File: src/rtl/fsm_mon_pkg.sv
// rtl/fsm_mon_pkg.sv - shared types, one-hot constants and step rule for the sequence monitor
package fsm_mon_pkg;

    // Control states of the monitor
    typedef enum logic [1:0] {
        ST_UNLOCKED = 2'd0,
        ST_LOCKED   = 2'd1,
        ST_ERROR    = 2'd2
    } mon_state_t;

    // Error classes reported on err_code
    typedef enum logic [1:0] {
        ERR_NONE = 2'b00,
        ERR_ENC  = 2'b01,
        ERR_STEP = 2'b10,
        ERR_HOLD = 2'b11
    } err_code_t;

    // Sequencer words, one per index
    localparam logic [3:0] VEC_0 = 4'b0001;
    localparam logic [3:0] VEC_1 = 4'b0010;
    localparam logic [3:0] VEC_2 = 4'b0100;
    localparam logic [3:0] VEC_3 = 4'b1000;

    // True when moving between two different indices is an allowed step
    function automatic logic step_legal(input logic [1:0] from_idx, input logic [1:0] to_idx);
        case (from_idx)
            2'd0:    return (to_idx == 2'd1);
            2'd1:    return (to_idx == 2'd2) || (to_idx == 2'd3);
            2'd2:    return (to_idx == 2'd3);
            default: return (to_idx == 2'd0);
        endcase
    endfunction

endpackage

File: src/rtl/onehot_dec.sv
// rtl/onehot_dec.sv - 4-bit one-hot word to 2-bit index with validity flag
module onehot_dec
    import fsm_mon_pkg::*;
(
    input  logic [3:0] i_vec,
    output logic [1:0] o_idx,
    output logic       o_valid
);

    // Decode exactly-one-hot words; anything else is flagged invalid
    always_comb begin
        o_idx   = 2'd0;
        o_valid = 1'b0;
        case (i_vec)
            VEC_0:   begin o_idx = 2'd0; o_valid = 1'b1; end
            VEC_1:   begin o_idx = 2'd1; o_valid = 1'b1; end
            VEC_2:   begin o_idx = 2'd2; o_valid = 1'b1; end
            VEC_3:   begin o_idx = 2'd3; o_valid = 1'b1; end
            default: begin o_idx = 2'd0; o_valid = 1'b0; end
        endcase
    end

endmodule

File: src/rtl/fsm_monitor.sv
// rtl/fsm_monitor.sv - lock/track monitor for a one-hot sequencer word stream
module fsm_monitor
    import fsm_mon_pkg::*;
#(
    parameter int CNT_WIDTH = 8,
    parameter int HOLD_MAX  = 16
) (
    input  logic                 clk,
    input  logic                 rst,
    input  logic                 en,
    input  logic [3:0]           vector,
    input  logic                 clr_err,
    output logic                 locked,
    output logic [1:0]           state_idx,
    output logic                 mode_det,
    output logic                 mode_valid,
    output logic [CNT_WIDTH-1:0] round_cnt,
    output logic                 err,
    output logic [1:0]           err_code
);

    localparam int HOLD_W = $clog2(HOLD_MAX + 1);

    mon_state_t           r_state,      w_state_nx;
    logic                 r_locked,     w_locked_nx;
    logic [1:0]           r_idx,        w_idx_nx;
    logic                 r_mode_det,   w_mode_det_nx;
    logic                 r_mode_valid, w_mode_valid_nx;
    logic [CNT_WIDTH-1:0] r_round,      w_round_nx;
    err_code_t            r_code,       w_code_nx;
    logic [HOLD_W-1:0]    r_hold,       w_hold_nx;

    logic [1:0]           w_dec_idx;
    logic                 w_dec_valid;
    logic [HOLD_W-1:0]    w_hold_inc;

    onehot_dec u_dec (
        .i_vec   (vector),
        .o_idx   (w_dec_idx),
        .o_valid (w_dec_valid)
    );

    assign w_hold_inc = r_hold + 1'b1;

    // State and output registers; reset dominates clear and enable
    always_ff @(posedge clk) begin
        if (rst) begin
            r_state      <= ST_UNLOCKED;
            r_locked     <= 1'b0;
            r_idx        <= 2'd0;
            r_mode_det   <= 1'b0;
            r_mode_valid <= 1'b0;
            r_round      <= '0;
            r_code       <= ERR_NONE;
            r_hold       <= '0;
        end else begin
            r_state      <= w_state_nx;
            r_locked     <= w_locked_nx;
            r_idx        <= w_idx_nx;
            r_mode_det   <= w_mode_det_nx;
            r_mode_valid <= w_mode_valid_nx;
            r_round      <= w_round_nx;
            r_code       <= w_code_nx;
            r_hold       <= w_hold_nx;
        end
    end

    // Next-state: clear beats the sample; errors ranked encoding > step > hold
    always_comb begin
        w_state_nx      = r_state;
        w_locked_nx     = r_locked;
        w_idx_nx        = r_idx;
        w_mode_det_nx   = r_mode_det;
        w_mode_valid_nx = r_mode_valid;
        w_round_nx      = r_round;
        w_code_nx       = r_code;
        w_hold_nx       = r_hold;

        if (clr_err) begin
            w_state_nx      = ST_UNLOCKED;
            w_locked_nx     = 1'b0;
            w_code_nx       = ERR_NONE;
            w_mode_valid_nx = 1'b0;
            w_hold_nx       = '0;
        end else if (en) begin
            case (r_state)
                ST_UNLOCKED: begin
                    if (vector == VEC_0) begin
                        w_state_nx      = ST_LOCKED;
                        w_locked_nx     = 1'b1;
                        w_idx_nx        = 2'd0;
                        w_mode_valid_nx = 1'b0;
                        w_hold_nx       = '0;
                    end
                end
                ST_LOCKED: begin
                    if (!w_dec_valid) begin
                        w_state_nx = ST_ERROR;
                        w_code_nx  = ERR_ENC;
                    end else if (w_dec_idx == r_idx) begin
                        if (w_hold_inc == HOLD_W'(HOLD_MAX)) begin
                            w_state_nx = ST_ERROR;
                            w_code_nx  = ERR_HOLD;
                        end else begin
                            w_hold_nx = w_hold_inc;
                        end
                    end else if (!step_legal(r_idx, w_dec_idx)) begin
                        w_state_nx = ST_ERROR;
                        w_code_nx  = ERR_STEP;
                    end else begin
                        w_idx_nx  = w_dec_idx;
                        w_hold_nx = '0;
                        if (r_idx == 2'd1) begin
                            w_mode_valid_nx = 1'b1;
                            w_mode_det_nx   = (w_dec_idx == 2'd2);
                        end
                        if (r_idx == 2'd3) begin
                            w_round_nx = r_round + 1'b1;
                        end
                    end
                end
                ST_ERROR: begin
                    w_state_nx = ST_ERROR;
                end
                default: begin
                    w_state_nx = ST_UNLOCKED;
                end
            endcase
        end
    end

    assign locked     = r_locked;
    assign state_idx  = r_idx;
    assign mode_det   = r_mode_det;
    assign mode_valid = r_mode_valid;
    assign round_cnt  = r_round;
    assign err        = (r_state == ST_ERROR);
    assign err_code   = r_code;

endmodule

File: config.mk
export PLATFORM = sky130hd
export DESIGN_NAME = fsm_monitor
export DESIGN_NICKNAME = d
export VERILOG_FILES = /design/src/rtl/fsm_mon_pkg.sv /design/src/rtl/onehot_dec.sv /design/src/rtl/fsm_monitor.sv
export SDC_FILE = /design/constraint.sdc
export NUM_CORES = 1
export LEC_CHECK = 0
export CAP_MARGIN = 20
export CORE_UTILIZATION = 25
export CTS_CLUSTER_SIZE = 14
export DETAILED_ROUTE_END_ITERATION = 12
export GPL_TIMING_DRIVEN = 0
export HOLD_SLACK_MARGIN = 0.08
export PLACE_DENSITY = 0.52
export SLEW_MARGIN = 10
export SYNTH_ARGS = -nofsm -noshare
export SYNTH_HDL_FRONTEND = slang
export SYNTH_HIERARCHICAL = 1
export SYNTH_SLANG_ARGS = --single-unit
File: constraint.sdc
create_clock -name clk -period 7.61 [get_ports clk]
set_input_delay 1.9025 -clock clk [delete_from_list [all_inputs] [get_ports clk]]
set_output_delay 1.9025 -clock clk [all_outputs]
set_load 0.005 [all_outputs]
==> results of run 1 <==
==> final cells by class <==
type	instances	area [um2]
timing repair buffer	23	230
multi-input combinational	127	866
sequential	22	440
inverter	6	22.5
tap	70	87.6
buffer	7	35.0
clock buffer	4	55.1
fill	568	3440
==> path summary, 6_finish.rpt <==
kind | from | to | cells past startpoint
worst max-delay path | vector[3] | r_hold[4] | 9
worst min-delay path | locked | locked | 2
worst max register to register | r_state[1] | r_hold[4] | 9
worst min register to register | locked | locked | 2
==> logic make-up after synthesis <==
group | after synthesis | share of synthesized area
AOI/OAI and AO/OA | 35 | 0.176
muxes | 6 | 0.0450
buffers and inverters | 13 | 0.0422
DFF | 22 | 0.323
adders and majority gates | 5 | 0.0459
xor gates and xnor gates | 10 | 0.0697
and+or+nand+nor | 71 | 0.298
==> per-layer routing <==
metal,up-vias,global-route usage,part of all wire
met5,-,0,0
met4,0,0.0309,0.0079
met3,2,0.0304,0.035
met2,13,0.181,0.46
met1,574,0.162,0.50
li1,647,-,-
==> cells in the final DEF (no fill, tap or decap), types with 2 or more instances in the layout <==
cell type | netlist | routed
clkdlybuf4s50_1 | 0 | 23
dfxtp_1 | 22 | 22
nor2_1 | 16 | 16
nand2_1 | 14 | 14
a21oi_1 | 7 | 7
inv_1 | 6 | 6
nor3_1 | 6 | 6
a31oi_1 | 5 | 5
xor2_1 | 5 | 5
mux2i_1 | 5 | 5
nand3_1 | 5 | 5
o21ai_0 | 5 | 5
nand4_1 | 5 | 5
ha_1 | 5 | 5
clkbuf_1 | 4 | 4
or2_2 | 4 | 4
nor2b_1 | 4 | 4
xnor2_1 | 4 | 4
clkbuf_8 | 0 | 4
and3_1 | 3 | 3
a211oi_1 | 3 | 3
or4b_1 | 3 | 3
buf_4 | 2 | 2
nand2b_1 | 2 | 2
==> flip-flops by register name, indices dropped and copies added, names as in the netlist <==
register	count
round_cnt	8
r_hold	5
err_code	2
r_state	2
state_idx	2
locked	1
mode_det	1
mode_valid	1
==> through the flow <==
step | cells | power [mW] | setup slack [ns]
2_1_floorplan | 162 | 0.129 | 3.63
3_3_place_gp | 255 | 0.137 | 2.84
3_5_place_dp | 255 | 0.137 | 2.80
4_1_cts | 259 | 0.224 | 3.09
5_1_grt | 259 | 0.230 | 2.89
6_report | 259 | 0.218 | 3.10
==> report_power, final <==
part           switching, mW  internal (mW)  total, mW
Sequential         0.0000672          0.115      0.115
Clock                 0.0375         0.0461     0.0836
Combinational         0.0109        0.00820     0.0191
Total                 0.0485          0.169      0.218
==> critical path: cells and delay by family <==
kind	cells	cell delay (ns)
mux	1	0.17
simple gates	4	1.61
compound gates	3	0.51
buf+inv	1	0.51
==> impl_metrics.json, run 1 <==
{
  "viasPerCell": 4.77,
  "clkTransAtPathRegs_ns": 0.08,
  "r2r_setup_slack_ns": 5.13,
  "num_rows": 26,
  "first_iter_violations": 41,
  "cts_tree": "built",
  "syn2layout_area_growth_pct": 27.3,
  "synthTopCellsByCount": "dfxtp_1 (22), nor2_1 (16), nand2_1 (14)",
  "placed_area_mm2": 0.00168,
  "cp.arrival_ns": 4.71,
  "crit_top_cell": "or4b_1",
  "rsz0062_at_grt": "false",
  "clock_latency_ns": 0.26,
  "routedWlPerCell_um": 11.8,
  "yosysMostFrequentCell": "dfxtp_1",
  "numCtsBuffers": 3,
  "finalSetupTns_ns": 0,
  "worst-setup-path-type": "input port to flop",
  "final_util": 0.336,
  "crit_chain": "clkdlybuf4s50_1, or4b_1, o211ai_1, mux2i_1, a31oi_1, and4bb_2, nand4_1, or4b_1, a21oi_1",
  "io_pins": 24,
  "drc_errors": 0,
  "synth_warnings": 6,
  "powerDensity_mw_per_mm2": 125,
  "finalCritPeriodShare": 0.593,
  "syn-num-nets": 175,
  "syn-cell-area_mm2": 0.00136,
  "leakagePower_nw": 0.598,
  "yosysTopAreaCell": "dfxtp_1",
  "synthDominantCellAreaShare": 0.323,
  "cts_hold_buf": 0,
  "async_flop_share": 0,
  "grtUsageTotal": 0.117,
  "min_period_ns": 4.51,
  "post_cts_resized": 0,
  "slowest_stage": "or4b_1",
  "synth_cell_types": 49,
  "final_cell_area_mm2": 0.00174,
  "grt_overflow": 0,
  "antenna_found_initial": 0,
  "synth-seq-area-share": 0.323,
  "die_y_um": 75.9,
  "drive_above_1_share": 0.101,
  "tightest_slew_ns": 0.864,
  "cp-end-kind": "flop",
  "grt_max_degree": 13,
  "fin_nets": 203,
  "skew_ns": 0.00196,
  "postSynthCellCount": 162,
  "fmax_ghz": 0.222,
  "finalHoldViolations": 0,
  "wl_mm": 3.05,
  "gp_congestion": 0.806,
  "ys_dominant_reg_cell": "dfxtp_1",
  "initial_core_util": 0.264,
  "dp_hpwl_mm": 2.34,
  "clock_sinks": 22,
  "synth_edf_count": 0,
  "antenna_cells": 0,
  "cts_root_buffer": "clkbuf_8",
  "hold_ws_ns": 0.472,
  "cp_max_fo": 7,
  "setup_violations": 0,
  "required_ns": 7.80,
  "max_stage_delay_ns": 0.54,
  "ir_drop_mv": 0.0765,
  "htreeDepth": 1,
  "slew_viol_final": 0,
  "yosys-top-cells-area": "dfxtp_1 (32%), ha_1 (4.6%), nor2_1 (4.4%)",
  "die_area_mm2": 0.00575,
  "die_x_um": 75.9,
  "status": "complete, no violations",
  "dr.pass1.iters": 4,
  "numPortBuffers": 23,
  "synth-seq-cells": 22,
  "grt_pass1_wl_mm": 5.10,
  "clock_path_buffers": 2,
  "critPathLaunchType": "input port",
  "hp-class": "flop to flop",
  "syn_area_per_cell_um2": 8.42,
  "maxSlewHeadroom": 0.417,
  "grt_pass1_vias": 1105,
  "cts_setup_buffers": 0,
  "ant_nets": 0,
  "num_vias": 1236,
  "core_mm2": 0.00517,
  "drv_cap": 0
}
Power figures use the tool's default switching activity.
==> inputs of run 2 (changes only) <==
==> constraint.sdc (replaced) <==
create_clock -name clk -period 4.7 [get_ports clk]
set_input_delay 1.175 -clock clk [delete_from_list [all_inputs] [get_ports clk]]
set_output_delay 1.175 -clock clk [all_outputs]
set_load 0.005 [all_outputs]
==> results of run 2 <==
Same layout as run 1 (identical final DEF). Status: complete, no violations.
Among the figures that moved: setup slack after placement 2.80 ns -> 0.622 ns; setup slack after layout 3.10 ns -> 0.917 ns; register-to-register setup slack 5.13 ns -> 2.22 ns; total power 0.218 mW -> 0.353 mW; worst IR drop on VDD 0.0765 mV -> 0.124 mV
==> inputs of run 3 (changes only) <==
==> constraint.sdc (replaced) <==
create_clock -name clk -period 3.9 [get_ports clk]
set_input_delay 0.975 -clock clk [delete_from_list [all_inputs] [get_ports clk]]
set_output_delay 0.975 -clock clk [all_outputs]
set_load 0.005 [all_outputs]
==> results of run 3 <==
Same layout as run 1 (identical final DEF). Status: complete, no violations.
Among the figures that moved: setup slack after placement 2.80 ns -> 0.0220 ns; setup slack after layout 3.10 ns -> 0.317 ns; register-to-register setup slack 5.13 ns -> 1.42 ns; total power 0.218 mW -> 0.425 mW; worst IR drop on VDD 0.0765 mV -> 0.149 mV
==> variant (config.mk and constraints of run 2) <==
Take the reset off `r_hold` and load it in a clocked block of its own.
--- a/src/rtl/fsm_monitor.sv
+++ b/src/rtl/fsm_monitor.sv
@@ -52,7 +52,6 @@
             r_mode_valid <= 1'b0;
             r_round      <= '0;
             r_code       <= ERR_NONE;
-            r_hold       <= '0;
         end else begin
             r_state      <= w_state_nx;
             r_locked     <= w_locked_nx;
@@ -61,8 +60,11 @@
             r_mode_valid <= w_mode_valid_nx;
             r_round      <= w_round_nx;
             r_code       <= w_code_nx;
-            r_hold       <= w_hold_nx;
         end
+    end
+
+    always_ff @(posedge clk) begin
+        r_hold <= w_hold_nx;
     end
 
     // Next-state: clear beats the sample; errors ranked encoding > step > hold
Formal check against the unedited RTL: same outputs for any inputs over 10 cycles, from zero or initial values and one cycle with rst high; that may be too few to reach the edited logic, so the function may still have changed.
==> variant against run 2 <==
Die area decreased by 2.4%; setup slack improved by 0.078 ns; wire length increased by 1.8%; largest cell class unchanged; register-to-register slack improved by 0.12 ns; cell area decreased by 1.6%; fmax increased by 2.1%; power increased by 14%; sequential cell count unchanged; area after synthesis decreased by 2.5%.
==> variant: results (changes against run 2) <==
Setup path
  – CP Data Arrival Time: 3.91 ns (-0.07 ns)
  – CP Max Fanout: 8 (+1)
  – Reg-to-Reg End: round_cnt[7]
  – Reg2Reg Setup Slack: 2.34 ns (+0.12 ns)
  – Worst R2R Path Depth: 9 (unchanged)
  – CP Class: in -> reg
  – Crit. Startpoint: vector[3]

GRT
  – Global Route Usage Sum: 12.3% (+0.55 points)
  – Vias in the first global route: 1138 (+3.0%)
  – Largest net degree at the start of global routing: 14 (+1)
  – Global-route wire length before repair: 5310 µm (+4.1%)

Place
  – # port buffers: 22 (-4.3%)
  – Cells after DPL: 252 (-1.2%)
  – DP Area: 0.00164 mm² (-2.6%)
  – GP Congestion: 0.749 (-7.1%)
  – Dpl ws: 0.708 ns (+0.0859 ns)
  – Hpwl dp: 2300 µm (-1.7%)

Clock network
  – CTS Root Cell: clkbuf_8
  – Worst-path clk slew: 0.09 ns
  – Worst-skew pair later-pin latency: 0.27 ns
  – Max clock buf depth: 2 (unchanged)

Timing
  – Fmax: 270 MHz (+2.1%)
  – Setup clock skew after layout: 0.00327 ns (+0.00131 ns)
  – Max_slew headroom: 62.1% (+20 points)

Routing
  – Met3 wire length: 146 µm (+35%)
  – Post-Route M1 WL: 1580 µm (+3.8%)
  – Initial DRC Count: 68 (+66%)
  – Via count: 1237 (+0.081%)
  – DR top layer: met4
  – DR WL/cell: 12.1 µm (+3.0%)
  – Drt first pass iters: 4 (unchanged)
  – WL met2: 1340 µm (-4.5%)
  – WL final: 3110 µm (+1.8%)

Layout
  – Layout cells sized above 1: 8.06% (-2.0 points)
  – Largest register FFs: 8 (unchanged)
  – Post-layout nets: 200 (-1.5%)

Synth
  – Sequential area share after synthesis: 33.1% (+0.82 points)
  – Mux cell area share after synthesis: 1.51% (-3.0 points)
  – Synth area leaders: dfxtp_1, ha_1, nand2_1
  – Synthesized Nets: 173 (-1.1%)
  – Xor/xnor cell area share of the yosys netlist: 5.93% (-1.0 points)
  – Post-synthesis compound-gate area fraction: 22.7% (+5.1 points)
  – Synth Area in Adders: 4.70% (+0.12 points)
  – Top post-synthesis cells by count: dfxtp_1, nand2_1, nor2_1
  – Primary FF master, synth: dfxtp_1
  – Synth cell types: 46 (-6.1%)
  – Syn avg cell area: 8.31 µm² (-1.3%)

Status
  – Outcome: finished, final reports clean

Power
  – Leak: 0.585 nW (-2.2%)
  – VDD IR max: 0.129 mV (+3.9%)

Worst hold path
  – Hold Path Class: reg -> reg
[variant: metal layers]
| metal | global-route usage (%) | vias up |
|---|---|---|
| met4 | 4.40 | 0 |
| met5 | 0 | - |
| met1 | 16.8 | 567 |
| li1 | - | 640 |
| met3 | 2.28 | 5 |
| met2 | 19.3 | 25 |
[variant: worst min-delay path by stage]
stage / start / to / slack, ns / depth (start not counted)
after floorplan: r_hold[1] / r_hold[1] / 0.46 / 2
after global placement: round_cnt[7] / round_cnt[7] / 0.48 / 2
after detailed placement: round_cnt[7] / round_cnt[7] / 0.49 / 2
after CTS: round_cnt[7] / round_cnt[7] / 0.50 / 2
after global routing: err_code[0] / err_code[0] / 0.54 / 1
final: round_cnt[7] / round_cnt[7] / 0.50 / 2
[variant: where the power goes]
part	leakage, nW	internal (mW)	switching (mW)
registers	0.177	0.186	0.000131
logic	0.372	0.0122	0.0176
clock network	0.0357	0.114	0.0702
[variant: cells by family after synthesis]
kind of cell    count (synthesis)
fa+ha+maj                       5
buf+inv                        13
compound gates                 45
simple gates                   64
flops                          22
mux                             2
xor+xnor                        9
[variant: cell type report]
cell class              instances  area, µm²
inverters                       7       26.3
fillers                       561       3400
flip-flops and latches         22        440
repair buffers                 22        220
multi-input cells             125        826
well taps                      70       87.6
clock buffers                   3       41.3
clock inverters                 1       30.0
plain buffers                   6       37.5
[variant: critical path, stage by stage]
cell and delay (ns):
clkdlybuf4s50_1 0.50, or4b_1 0.54, o211ai_1 0.23, nand2_1 0.13, a31oi_1 0.22, nor4b_4 0.52, nand3_2 0.13, or3_1 0.31
a21oi_1 0.13
